`src/rtl/stickman_pkg.sv`:
```
// Shared types and constants for the stickman runner game logic.
// The STATUS_* encodings are also consumed by the colour mapper.
package stickman_pkg;

  typedef enum logic [2:0] {
    WAITING = 3'd0,
    PLAYING = 3'd1,
    WIN     = 3'd2,
    LOSE    = 3'd3,
    PAUSED  = 3'd4
  } game_state_t;

  localparam logic [3:0] STATUS_WAITING = 4'b1000;
  localparam logic [3:0] STATUS_PLAYING = 4'b0100;
  localparam logic [3:0] STATUS_WIN     = 4'b0010;
  localparam logic [3:0] STATUS_LOSE    = 4'b0001;

  localparam logic [7:0] KEY_ENTER = 8'h28;
  localparam logic [7:0] KEY_P     = 8'h13;

endpackage

```
`src/rtl/game_state_ctrl_if.sv`:
```
// Game-level signals between the input blocks and the sequencer.
// master drives the game inputs; slave is the sequencer side.
interface game_state_ctrl_if;
  logic       frame_clk;
  logic [7:0] keycode;
  logic       coin_hit;
  logic       fell;
  logic [3:0] status;
  logic [7:0] score;
  logic [7:0] time_left;
  logic       round_start;

  modport master (
    output frame_clk, keycode, coin_hit, fell,
    input  status, score, time_left, round_start
  );

  modport slave (
    input  frame_clk, keycode, coin_hit, fell,
    output status, score, time_left, round_start
  );
endinterface

```
`src/rtl/game_state_ctrl_frame_sec_timer.sv`:
```
// Frame-to-second timer: detects frame_clk rising edges, divides them
// into seconds, and counts the round time down to zero.
module frame_sec_timer #(
  parameter logic [7:0] TIME_LIMIT     = 8'd60,
  parameter logic [6:0] FRAMES_PER_SEC = 7'd60
) (
  input  logic       Clk,
  input  logic       Reset_n,
  input  logic       frame_clk,
  input  logic       run,
  input  logic       load,
  output logic       sec_evt,
  output logic [7:0] time_left
);

  logic       frame_clk_q;
  logic [6:0] frame_cnt;
  logic       frame_evt;
  logic       time_zero;

  assign frame_evt = frame_clk && !frame_clk_q;
  assign sec_evt   = run && frame_evt && (frame_cnt == FRAMES_PER_SEC - 7'd1);
  assign time_zero = (time_left == 8'd0);

  // Frame edge history and frame counter; counter holds whenever not running.
  always_ff @(posedge Clk or negedge Reset_n) begin
    if (!Reset_n) begin
      frame_clk_q <= 1'b0;
      frame_cnt   <= 7'd0;
    end else begin
      frame_clk_q <= frame_clk;
      if (load)
        frame_cnt <= 7'd0;
      else if (run && frame_evt)
        frame_cnt <= sec_evt ? 7'd0 : frame_cnt + 7'd1;
    end
  end

  // Seconds-remaining down-counter, saturating at zero.
  always_ff @(posedge Clk or negedge Reset_n) begin
    if (!Reset_n)
      time_left <= TIME_LIMIT;
    else if (load)
      time_left <= TIME_LIMIT;
    else if (sec_evt && !time_zero)
      time_left <= time_left - 8'd1;
  end

endmodule

```
`src/rtl/game_state_ctrl.sv`:
```
// Game-level sequencer for the stickman runner.
// Optional build macro GAME_PAUSE_EN adds a PAUSED state toggled by PAUSE_KEY.
//
// state   | meaning
// WAITING | idle, waiting for START_KEY to begin a round
// PLAYING | round running: coins score, seconds count down
// WIN     | WIN_COINS collected; score/time frozen until START_KEY
// LOSE    | fell or ran out of time; frozen until START_KEY
// PAUSED  | (GAME_PAUSE_EN) round frozen; PAUSE_KEY resumes, START_KEY quits
module game_state_ctrl
  import stickman_pkg::*;
#(
  parameter logic [7:0] START_KEY      = KEY_ENTER,
  parameter logic [7:0] WIN_COINS      = 8'd10,
  parameter logic [7:0] TIME_LIMIT     = 8'd60,
  parameter logic [6:0] FRAMES_PER_SEC = 7'd60
`ifdef GAME_PAUSE_EN
  ,
  parameter logic [7:0] PAUSE_KEY      = KEY_P
`endif
) (
  input logic               Clk,
  input logic               Reset_n,
  game_state_ctrl_if.slave  bus
);

  game_state_t state;
  logic [7:0]  keycode_q;
  logic [3:0]  status_q;
  logic [7:0]  score_q;
  logic        round_start_q;
  logic [7:0]  time_left;
  logic        sec_evt;
  logic        start_evt;
  logic        run;
  logic        load;

  assign start_evt = (bus.keycode == START_KEY) && (keycode_q != START_KEY);
`ifdef GAME_PAUSE_EN
  logic pause_evt;
  assign pause_evt = (bus.keycode == PAUSE_KEY) && (keycode_q != PAUSE_KEY);
`endif

  assign run  = (state == PLAYING);
  assign load = (state == WAITING) && start_evt;

  frame_sec_timer #(
    .TIME_LIMIT     (TIME_LIMIT),
    .FRAMES_PER_SEC (FRAMES_PER_SEC)
  ) u_timer (
    .Clk       (Clk),
    .Reset_n   (Reset_n),
    .frame_clk (bus.frame_clk),
    .run       (run),
    .load      (load),
    .sec_evt   (sec_evt),
    .time_left (time_left)
  );

  // Keycode history so a held key produces a single event.
  always_ff @(posedge Clk or negedge Reset_n) begin
    if (!Reset_n)
      keycode_q <= 8'h00;
    else
      keycode_q <= bus.keycode;
  end

  // Game FSM with registered status, score and round_start.
  // Score updates independently of the transition chosen, so a coin that
  // arrives with a fall still counts.
  always_ff @(posedge Clk or negedge Reset_n) begin
    if (!Reset_n) begin
      state         <= WAITING;
      status_q      <= STATUS_WAITING;
      score_q       <= 8'd0;
      round_start_q <= 1'b0;
    end else begin
      round_start_q <= 1'b0;
      case (state)
        WAITING: begin
          if (start_evt) begin
            state         <= PLAYING;
            status_q      <= STATUS_PLAYING;
            score_q       <= 8'd0;
            round_start_q <= 1'b1;
          end
        end
        PLAYING: begin
          if (bus.coin_hit && score_q != 8'hFF)
            score_q <= score_q + 8'd1;
          if (bus.fell) begin
            state    <= LOSE;
            status_q <= STATUS_LOSE;
          end else if (bus.coin_hit && score_q == WIN_COINS - 8'd1) begin
            state    <= WIN;
            status_q <= STATUS_WIN;
          end else if (sec_evt && time_left == 8'd1) begin
            state    <= LOSE;
            status_q <= STATUS_LOSE;
          end
`ifdef GAME_PAUSE_EN
          else if (pause_evt) begin
            state    <= PAUSED;
            status_q <= STATUS_PLAYING;
          end
`endif
        end
        WIN, LOSE: begin
          if (start_evt) begin
            state    <= WAITING;
            status_q <= STATUS_WAITING;
          end
        end
`ifdef GAME_PAUSE_EN
        PAUSED: begin
          if (start_evt) begin
            state    <= WAITING;
            status_q <= STATUS_WAITING;
          end else if (pause_evt) begin
            state    <= PLAYING;
            status_q <= STATUS_PLAYING;
          end
        end
`endif
        default: begin
          state    <= WAITING;
          status_q <= STATUS_WAITING;
        end
      endcase
    end
  end

  assign bus.status      = status_q;
  assign bus.score       = score_q;
  assign bus.time_left   = time_left;
  assign bus.round_start = round_start_q;

endmodule

```
`src/flat_wrapper.sv`:
```
// flat-port wrapper written by rule: the top's interface ports become plain ports
module game_state_ctrl_flat import stickman_pkg::*;
#(
  parameter logic [7:0] START_KEY      = KEY_ENTER,
  parameter logic [7:0] WIN_COINS      = 8'd10,
  parameter logic [7:0] TIME_LIMIT     = 8'd60,
  parameter logic [6:0] FRAMES_PER_SEC = 7'd60

)
  (Clk, Reset_n, bus_frame_clk, bus_keycode, bus_coin_hit, bus_fell, bus_status, bus_score, bus_time_left, bus_round_start);
  game_state_ctrl_if bus_i ();
  input logic Clk;
  input logic Reset_n;
  input wire logic [$bits(bus_i.frame_clk)-1:0] bus_frame_clk;
  input wire logic [$bits(bus_i.keycode)-1:0] bus_keycode;
  input wire logic [$bits(bus_i.coin_hit)-1:0] bus_coin_hit;
  input wire logic [$bits(bus_i.fell)-1:0] bus_fell;
  output wire logic [$bits(bus_i.status)-1:0] bus_status;
  output wire logic [$bits(bus_i.score)-1:0] bus_score;
  output wire logic [$bits(bus_i.time_left)-1:0] bus_time_left;
  output wire logic [$bits(bus_i.round_start)-1:0] bus_round_start;
  assign bus_i.frame_clk = bus_frame_clk;
  assign bus_i.keycode = bus_keycode;
  assign bus_i.coin_hit = bus_coin_hit;
  assign bus_i.fell = bus_fell;
  assign bus_status = bus_i.status;
  assign bus_score = bus_i.score;
  assign bus_time_left = bus_i.time_left;
  assign bus_round_start = bus_i.round_start;
  game_state_ctrl #(.START_KEY(START_KEY), .WIN_COINS(WIN_COINS), .TIME_LIMIT(TIME_LIMIT), .FRAMES_PER_SEC(FRAMES_PER_SEC)) u_core (.Clk(Clk), .Reset_n(Reset_n), .bus(bus_i));
endmodule
```
`config.mk`:
```
export PLATFORM = sky130hd
export DESIGN_NAME = game_state_ctrl_flat
export DESIGN_NICKNAME = d
export VERILOG_FILES = /design/src/rtl/stickman_pkg.sv /design/src/rtl/game_state_ctrl_if.sv /design/src/rtl/game_state_ctrl_frame_sec_timer.sv /design/src/rtl/game_state_ctrl.sv /design/src/flat_wrapper.sv
export SDC_FILE = /design/constraint.sdc
export NUM_CORES = 1
export LEC_CHECK = 0
export CORE_MARGIN = 5
export CORE_UTILIZATION = 55
export CTS_BUF_LIST = sky130_fd_sc_hd__clkbuf_8 sky130_fd_sc_hd__clkbuf_16
export CTS_CLUSTER_DIAMETER = 200
export DETAILED_ROUTE_END_ITERATION = 10
export PLACE_DENSITY = 0.82
export SLEW_MARGIN = 20
export SYNTH_ARGS = -nofsm -noshare
export SYNTH_HDL_FRONTEND = slang
export SYNTH_SLANG_ARGS = --single-unit
```
`constraint.sdc`:
```
create_clock -name Clk -period 3.15 [get_ports Clk]
set_input_delay 0.315 -clock Clk [delete_from_list [all_inputs] [get_ports Clk]]
set_output_delay 0.315 -clock Clk [all_outputs]
set_load 0.03 [all_outputs]
```
==> impl_metrics.toml, run 1 <==
[status]
status = "complete, no violations"

[global_route]
grt_antenna_before_repair = 0
met3_usage_pct = 5.45
grt_max_degree = 40
grt_pass1_vias = 1787
grt_busiest_layer = "met2"
grt_pass1_wl_um = 8330
grt_usage_pct = 20.7
overflow = 0
use_met2_pct = 33.2
gr-usage-met1_pct = 27.6

[synth]
ys_warn_count = 0
post_synth_fa_ha_maj_area_fraction_pct = 3.78
yosys.area.top_type = "dfrtp_1"
yosysSeqAreaShare_pct = 49.4
synthCells = 195
synthMuxAreaShare_pct = 0
synth_most_common_cell = "dfrtp_1"
synth_edf_count = 0
ys_seq_elements = 39
ys.flop_type = "dfrtp_1"
yosys-top-cells-count = "dfrtp_1 (34), nand2_1 (18), a21oi_1 (14)"
synth_top_family_by_area = "simple AND/OR/NAND/NOR gates"
synth_cell_types = 53
synth_compound_area_share_pct = 18.3
yosys.area.top_type_share_pct = 42.8
synth-simple-area-share_pct = 24.3
async_reset_ff_share_pct = 100
synth_xor_xnor_area_share_pct = 0.882
synthesis.nets = 214
syn_avg_cell_area_um2 = 10.2
synth_area_leaders = "dfrtp_1 (43%), dfstp_2 (6.6%), ha_1 (3.8%), a21oi_1 (3.5%), nand2_1 (3.4%)"
syn_area_um2 = 1990

[critical_path]
cp_num_cells = 7
cp_slowest_cell = "or4b_1"
cp-end-kind = "register"
cp-start-kind = "primary input"
path_cells = "clkdlybuf4s50_1 -> or4b_1 -> a211oi_4 -> nand2_2 -> inv_2 -> nor2b_1 -> a221o_1"
cp.buffers_inverters = 2
cp_top_family = "simple AND/OR/NAND/NOR gates"
critical_path_class = "primary input to register"
critPathRequiredTime_ns = 3.33
reg2reg_depth = 6
critPathMaxFanout = 12
critPathMaxStageDelay_ns = 0.64
cp_data_arrival_time_ns = 2.61

[finish]
area_delta_synth_final_pct = 22.6
antenna_cells = 0
drive_above_1_share_pct = 9.13
finalNetCount = 248
fin_cells = 276
fill_cells = 242

[power_and_ir_drop]
p_seq_share_pct = 49.7
internal-power_mw = 0.853
p_per_area_nw_per_um2 = 525
switching_power_mw = 0.427
total_power_mw = 1.28
power_leakage_nw = 0.991
p_comb_share_pct = 25.6
irDropWorstVdd_uv = 392
sw_frac_of_total_pct = 33.3
clkPwrFrac_pct = 24.7

[clocking]
post_cts_resized = 0
numCtsBuffers = 5
post_cts.repair.setup_buffers = 0
numClockSinks = 39
cts_buffer_depth = 2
htreeDepth = 2
cts_root_buf = "clkbuf_8"
path_clk_slew_ns = 0.08
clock_latency_ns = 0.30
cts_tree = "built"
postCtsHoldBufs = 0

[sta]
worst_pin_slew_ns = 0.837
finalHoldViolCount = 0
setup_ws_ns = 0.717
layout_min_cycle_time_ns = 2.43
fin_tns_setup_ns = 0
rsz0062_at_grt = "false"
skew_ns = 0.00825
fin_crit_sh_pct = 77.2
slew_headroom_pct = 44.2
maxSlewViolCount = 0
max_freq_mhz = 411
setup_violations = 0

[drt]
vias = 1718
wire_per_inst_um = 16.7
drc = 0
routed_via_density = 6.22
ant_nets = 0
wl_um = 4610
drtIter0Drc = 248
detail_route.first_pass.iterations = 5

[floorplan]
ios = 34
die_area_um2 = 4910
die_y_um = 70.1
num_rows = 21
core_um2 = 3420
start_util_pct = 58.2
die_w_um = 70.1

[flow_run]
drv_cap = 0

[placed_design]
dp_hpwl_um = 3350
place_inst = 268
routabilityCongestion = 0.834
port_buffers = 33
dp_slack_ns = 0.426

[worst_hold_path]
hold_path_class = "primary input to async pin"
==> worst reg2reg max path, cell delays in order (launching register included) <==
cell	delay (ns)
dfrtp_1	0.38
nor4b_1	0.71
a211oi_4	0.18
nand2_2	0.18
inv_2	0.13
nor2b_1	0.52
a221o_1	0.25
==> area by class of cell <==
class	count	area (um2)	share of cell area, %
Clock inverter	3	12.5	0.514
Multi-Input combinational cell	141	945	38.8
Timing Repair Buffer	36	348	14.3
Inverter	6	22.5	0.924
Sequential cell	39	982	40.3
Clock buffer	5	68.8	2.82
Tap cell	46	57.6	2.36
==> cell families (layout without fill, tap and decap cells) <==
logic type | after synthesis | count (layout)
flops | 39 | 39
buf+inv | 15 | 50
simple gates | 83 | 83
fa+ha+maj | 6 | 6
compound gates | 50 | 50
xor+xnor | 2 | 2
==> layer usage <==
| metal | part of all wire, % | vias up |
|---|---|---|
| met4 | 1.1 | 0 |
| met5 | 0 | - |
| met1 | 43 | 827 |
| met3 | 6.4 | 5 |
| li1 | - | 803 |
| met2 | 49 | 83 |
==> metrics by stage <==
step	hold WS, ns	util, %	area [um2]
6_report	0.119	71.3	2440
3_5_place_dp	0.461	68.9	2350
4_1_cts	0.143	71.3	2440
2_1_floorplan	0.0194	-	1990
3_3_place_gp	0.449	68.9	2350
5_1_grt	0.202	71.3	2440
==> cells in the final DEF, fill, tap and decap left out, drive strengths merged, types with 4 or more instances in the layout <==
master and count:
dfrtp 34, clkdlybuf4s50 32, nand2 19, a21oi 14
nand3 9, nor2 8, inv 8, nor3 7
ha 6, o31ai 5, or4 5, clkbuf 5
dfstp 5, a211o 4, and3 4, a211oi 4
buf 4, o21ai 4
==> path summary, 6_finish.rpt <==
check | start | end | slack [ns]
hold / removal | Reset_n | u_core.u_timer.time_left[0] | 0.12
hold reg to reg | u_core.u_timer.time_left[3] | u_core.u_timer.time_left[3] | 0.53
setup reg to reg | u_core.keycode_q[1] | u_core.bus.score[6] | 0.74
setup / recovery | bus_keycode[0] | u_core.bus.score[6] | 0.72
max in group asynchronous | Reset_n | u_core.bus.round_start | 2.50
min in group Clk | bus_keycode[4] | u_core.keycode_q[4] | 0.48
==> power groups by stage <==
| stage | combinational, mW | clock, mW | sequential [mW] |
|---|---|---|---|
| finish | 0.328 | 0.316 | 0.636 |
| global placement | 0.313 | 0 | 0.637 |
| floorplan | 0.136 | 0 | 0.688 |
| CTS | 0.330 | 0.322 | 0.636 |
| global route | 0.359 | 0.343 | 0.645 |
| detailed placement | 0.328 | 0 | 0.645 |
==> flip-flops by register name, summed over array words and instances (netlist names) <==
name and count:
u_core.bus.score 8, u_core.keycode_q 8, u_core.u_timer.time_left 8, u_core.u_timer.frame_cnt 7, u_core.bus.status 4, u_core.state 2, u_core.bus.round_start 1, u_core.u_timer.frame_clk_q 1
(Power assumes the default switching activity.)
==> run 2, diff against run 1 <==
--- a/config.mk
+++ b/config.mk
@@ -6,11 +6,11 @@
 export NUM_CORES = 1
 export LEC_CHECK = 0
 export CORE_MARGIN = 5
-export CORE_UTILIZATION = 55
+export CORE_UTILIZATION = 52
 export CTS_BUF_LIST = sky130_fd_sc_hd__clkbuf_8 sky130_fd_sc_hd__clkbuf_16
 export CTS_CLUSTER_DIAMETER = 200
 export DETAILED_ROUTE_END_ITERATION = 10
-export PLACE_DENSITY = 0.82
+export PLACE_DENSITY = 0.79
 export SLEW_MARGIN = 20
 export SYNTH_ARGS = -nofsm -noshare
 export SYNTH_HDL_FRONTEND = slang
==> constraint.sdc (replaced) <==
create_clock -name Clk -period 2.5 [get_ports Clk]
set_input_delay 0.25 -clock Clk [delete_from_list [all_inputs] [get_ports Clk]]
set_output_delay 0.25 -clock Clk [all_outputs]
set_load 0.03 [all_outputs]
==> run 2 against run 1 <==
Compared with the run above:
- core utilization down 3.3 points
- non-clock buffer count is 4 higher
- via count shrank 0.47%
- highest routed layer unchanged
- register-to-register slack worse by 0.32 ns
- final area is 3.0% higher
- global-route usage shrank 1.1 points
- clock power up 51%
- die area rose by 4.9%
- hold slack better by 0.26 ns
- count of clock-buffer cells in the layout grew 2
==> impl_metrics.toml, run 2 (synthesis results as in run 1) <==
[status]
status = "complete, no violations"

[power_and_ir_drop]
power_leakage_nw = 1.01
irDropWorstVdd_uv = 437
p_per_area_nw_per_um2 = 672

[clocking]
numCtsBuffers = 5
post_cts.repair.setup_buffers = 0
post_cts_resized = 0
cts_tree = "built"
cts_root_buf = "clkbuf_8"
cts_buffer_depth = 2
numClockSinks = 39
htreeDepth = 2
path_clk_slew_ns = 0.08
clock_latency_ns = 0.29
postCtsHoldBufs = 0

[sta]
setup_ws_ns = 0.421
rsz0062_at_grt = "false"
skew_ns = 0.00390
worst_pin_slew_ns = 0.607
max_freq_mhz = 481
setup_violations = 0
layout_min_cycle_time_ns = 2.08
fin_tns_setup_ns = 0
fin_crit_sh_pct = 83.1
maxSlewViolCount = 0
finalHoldViolCount = 0
slew_headroom_pct = 58.9

[critical_path]
cp-end-kind = "register"
r2r-start = "u_core.keycode_q[4]"
reg2reg_depth = 6
critical_path_class = "register to register"
rr_endpoint = "u_core.bus.score[6]"
r2r_slack_ns = 0.42
critPathMaxFanout = 8
cp_data_arrival_time_ns = 2.31
critPathRequiredTime_ns = 2.73
cp-start-kind = "register"

[placed_design]
routabilityCongestion = 0.881
port_buffers = 33
place_area_um2 = 2400
dp_hpwl_um = 3230
dp_slack_ns = 0.133

[global_route]
overflow = 0
grt_pass1_wl_um = 8010
grt_pass1_vias = 1715
grt_antenna_before_repair = 0
grt_max_degree = 40
grt_usage_pct = 19.6

[worst_hold_path]
hold_path_class = "primary input to async pin"

[finish]
final_common_cell = "dfrtp_1"
finalNetCount = 252
antenna_cells = 0
drive_above_1_share_pct = 11.1
area_delta_synth_final_pct = 26.3
layout_common_cells = "dfrtp_1 (34), clkdlybuf4s50_1 (33), nand2_1 (18)"
stdcell_area_um2 = 2510
fill_cells = 294

[drt]
detail_route.first_pass.iterations = 5
ant_nets = 0
vias = 1710
drc = 0
routed_via_density = 6.06
wire_per_inst_um = 16.3
wl_um = 4590
drtIter0Drc = 174

[floorplan]
die_w_um = 71.8
core_um2 = 3690
die_y_um = 71.8
ios = 34
die_area_um2 = 5160
start_util_pct = 53.9
num_rows = 22

[flow_run]
drv_cap = 0
-- run 2: how the worst max path moves through the flow --
stage,start,endpoint
floorplan,u_core.bus.score[0],u_core.bus.score[2]
CTS,u_core.keycode_q[4],u_core.bus.score[6]
finish,u_core.keycode_q[4],u_core.bus.score[6]
detailed placement,bus_keycode[1],u_core.bus.score[6]
global route,u_core.keycode_q[4],u_core.bus.score[6]
global placement,bus_keycode[1],u_core.bus.score[6]
-- run 2: metal layers --
layer  vias up  track usage, %  share of wire (%)
met5         -               0                  0
met3         4            5.19                5.4
met4         0            5.85                1.2
li1        811               -                  -
met2        60            32.4                 51
met1       835            25.2                 43
-- run 2: area by class of cell --
class	instances	area (um2)	area share [%]
inverter	6	22.5	0.898
multi-input combinational	141	945	37.7
clock buffer	7	96.3	3.84
tap	48	60.1	2.39
sequential	39	982	39.2
timing repair buffer	40	395	15.8
clock inverter	1	7.51	0.299
-- run 2: where the power goes --
part	switching [mW]	internal, mW	total (mW)
clock	0.227	0.251	0.478
sequential	0.0924	0.710	0.802
combinational	0.227	0.177	0.405
total	0.547	1.14	1.68
-- run 2: per-stage QoR --
step	utilization, %	hold slack [ns]	total power [mW]	std cells
global route	68.0	0.403	1.78	282
floorplan	-	-0.0456	1.04	195
global placement	65.2	0.513	1.20	274
CTS	68.0	0.400	1.69	282
detailed placement	65.2	0.518	1.22	274
finish	68.0	0.381	1.68	282
-- run 2: critical path, cell delays in order, from the launching register on --
cell and delay [ns]:
dfrtp_1 0.38, nor4b_1 0.57, a211oi_4 0.14, nand2_2 0.18
inv_2 0.06, nor2b_1 0.45, a221o_1 0.24
==> run 3, diff against run 2 <==
==> constraint.sdc (replaced) <==
create_clock -name Clk -period 2 [get_ports Clk]
set_input_delay 0.2 -clock Clk [delete_from_list [all_inputs] [get_ports Clk]]
set_output_delay 0.2 -clock Clk [all_outputs]
set_load 0.03 [all_outputs]
==> run 3 against run 2 <==
Compared with the run above:
- count of clock-buffer cells in the layout down 1
- critical path depth grew 1
- sequential cell count is the same
- die area unchanged
- final cell count is 3.5% higher
==> impl_metrics.toml, run 3 (synthesis results as in run 1) <==
[status]
status = "complete, no violations"

[finish]
layout_common_cells = "clkdlybuf4s50_1 (33), dfrtp_1 (33), nand2_1 (17), buf_4 (17), a21oi_1 (14)"
area_delta_synth_final_pct = 29.5
utilization_pct = 69.8
regArea_um2 = 983
fin_cells = 292
drive_above_1_share_pct = 16.0
antenna_cells = 0
finalNetCount = 262
multi_input_area_um2 = 958
fill_cells = 277

[clocking]
numCtsBuffers = 5
clock_latency_ns = 0.29
numClockSinks = 39
cts_buffer_depth = 2
cts_root_buf = "clkbuf_8"
postCtsHoldBufs = 0
htreeDepth = 2
cts_tree = "built"
path_clk_slew_ns = 0.08

[critical_path]
cp_slowest_cell = "or4b_4"
critPathMaxFanout = 6
cp_data_arrival_time_ns = 2.06
cp-start-kind = "primary input"
critPathRequiredTime_ns = 2.18
reg2reg_depth = 6
critPathMaxStageDelay_ns = 0.57
critical_path_class = "primary input to register"
rr_endpoint = "u_core.bus.score[7]"
path_cells = "clkdlybuf4s50_1 -> or4b_4 -> a211oi_4 -> nand2_2 -> inv_2 -> nor2b_1 -> a221o_1"
cp-end-kind = "register"
r2r_slack_ns = 0.13
r2r-start = "u_core.bus.score[0]"

[drt]
detail_route.first_pass.iterations = 4
wire_per_inst_um = 15.5
drtIter0Drc = 169
routed_via_density = 5.85
vias = 1708
drc = 0
ant_nets = 0
wl_um = 4530

[sta]
maxSlewViolCount = 0
layout_min_cycle_time_ns = 1.88
slew_headroom_pct = 67.1
max_freq_mhz = 533
setup_violations = 0
rsz0062_at_grt = "false"
worst_pin_slew_ns = 0.489
fin_crit_sh_pct = 93.8
finalHoldViolCount = 0
fin_tns_setup_ns = 0
skew_ns = 0.00562
hold_slack_ns = 0.333

[global_route]
grt_antenna_before_repair = 0
grt_usage_pct = 19.8
grt_max_degree = 40
overflow = 0
grt_pass1_wl_um = 8050
grt_pass1_vias = 1745

[floorplan]
start_util_pct = 53.9
die_w_um = 71.8
die_area_um2 = 5160
ios = 34
num_rows = 22
die_y_um = 71.8
core_um2 = 3690

[placed_design]
dp_hpwl_um = 3370
place_inst = 284
routabilityCongestion = 0.840
port_buffers = 33

[power_and_ir_drop]
clkPwrFrac_pct = 26.0
switching_power_mw = 0.673
total_power_mw = 2.09
sw_frac_of_total_pct = 32.2
internal-power_mw = 1.42
p_seq_share_pct = 47.0
p_per_area_nw_per_um2 = 812
irDropWorstVdd_uv = 520
power_leakage_nw = 1.08
p_comb_share_pct = 26.9

[worst_hold_path]
hold_path_class = "primary input to async pin"

[flow_run]
drv_cap = 0
-- run 3: worst max-delay path by stage --
stage,startpoint,slack [ns],endpoint,depth (start not counted)
CTS,u_core.u_timer.frame_cnt[0],0.05,u_core.u_timer.time_left[5],6
floorplan,u_core.bus.score[1],0.01,u_core.bus.score[2],6
global route,u_core.bus.score[0],0.0003,u_core.bus.score[7],6
global placement,bus_keycode[1],-0.15,u_core.bus.score[6],7
detailed placement,bus_keycode[1],-0.19,u_core.bus.score[6],7
finish,bus_keycode[1],0.12,u_core.bus.score[6],7
-- run 3: power by group through the flow --
stage | sequential (mW) | clock [mW] | combinational (mW)
floorplan | 1.09 | 0 | 0.215
global placement | 0.988 | 0 | 0.539
detailed placement | 0.998 | 0 | 0.562
CTS | 0.983 | 0.551 | 0.565
global route | 1.00 | 0.593 | 0.615
finish | 0.983 | 0.544 | 0.562
-- run 3: through the flow --
step           cell area [um2]  worst slack (ns)
2_1_floorplan             1990            0.0124
3_3_place_gp              2470            -0.154
3_5_place_dp              2470            -0.186
4_1_cts                   2560            0.0513
5_1_grt                   2570          0.000329
6_report                  2570             0.124
-- run 3: critical path, delay by kind of cell --
family                 cells  cell delay [ns]
AO/OA/AOI/OAI              2             0.61
buffers and inverters      2             0.49
AND/OR/NAND/NOR            3             0.76
-- run 3: layout make-up --
type	count	share of cell area, %
clock buffer	6	3.21
clock inverter	2	0.340
inverter	6	0.875
multi-input combinational	141	37.2
sequential	39	38.2
tap	48	2.33
timing repair buffer	50	17.8
-- run 3: per-layer routing --
layer  vias up  track usage [%]  wire [um]
li1        834                -          -
met1       822             25.1       1990
met2        45             33.3       2280
met3         7             4.77        210
met4         0             5.85         50
met5         -                0          0
-- run 3: timing repair --
item	in CTS	in global routing
setup endpoints to repair	0	6
gates resized for setup	0	4
setup buffers	0	0
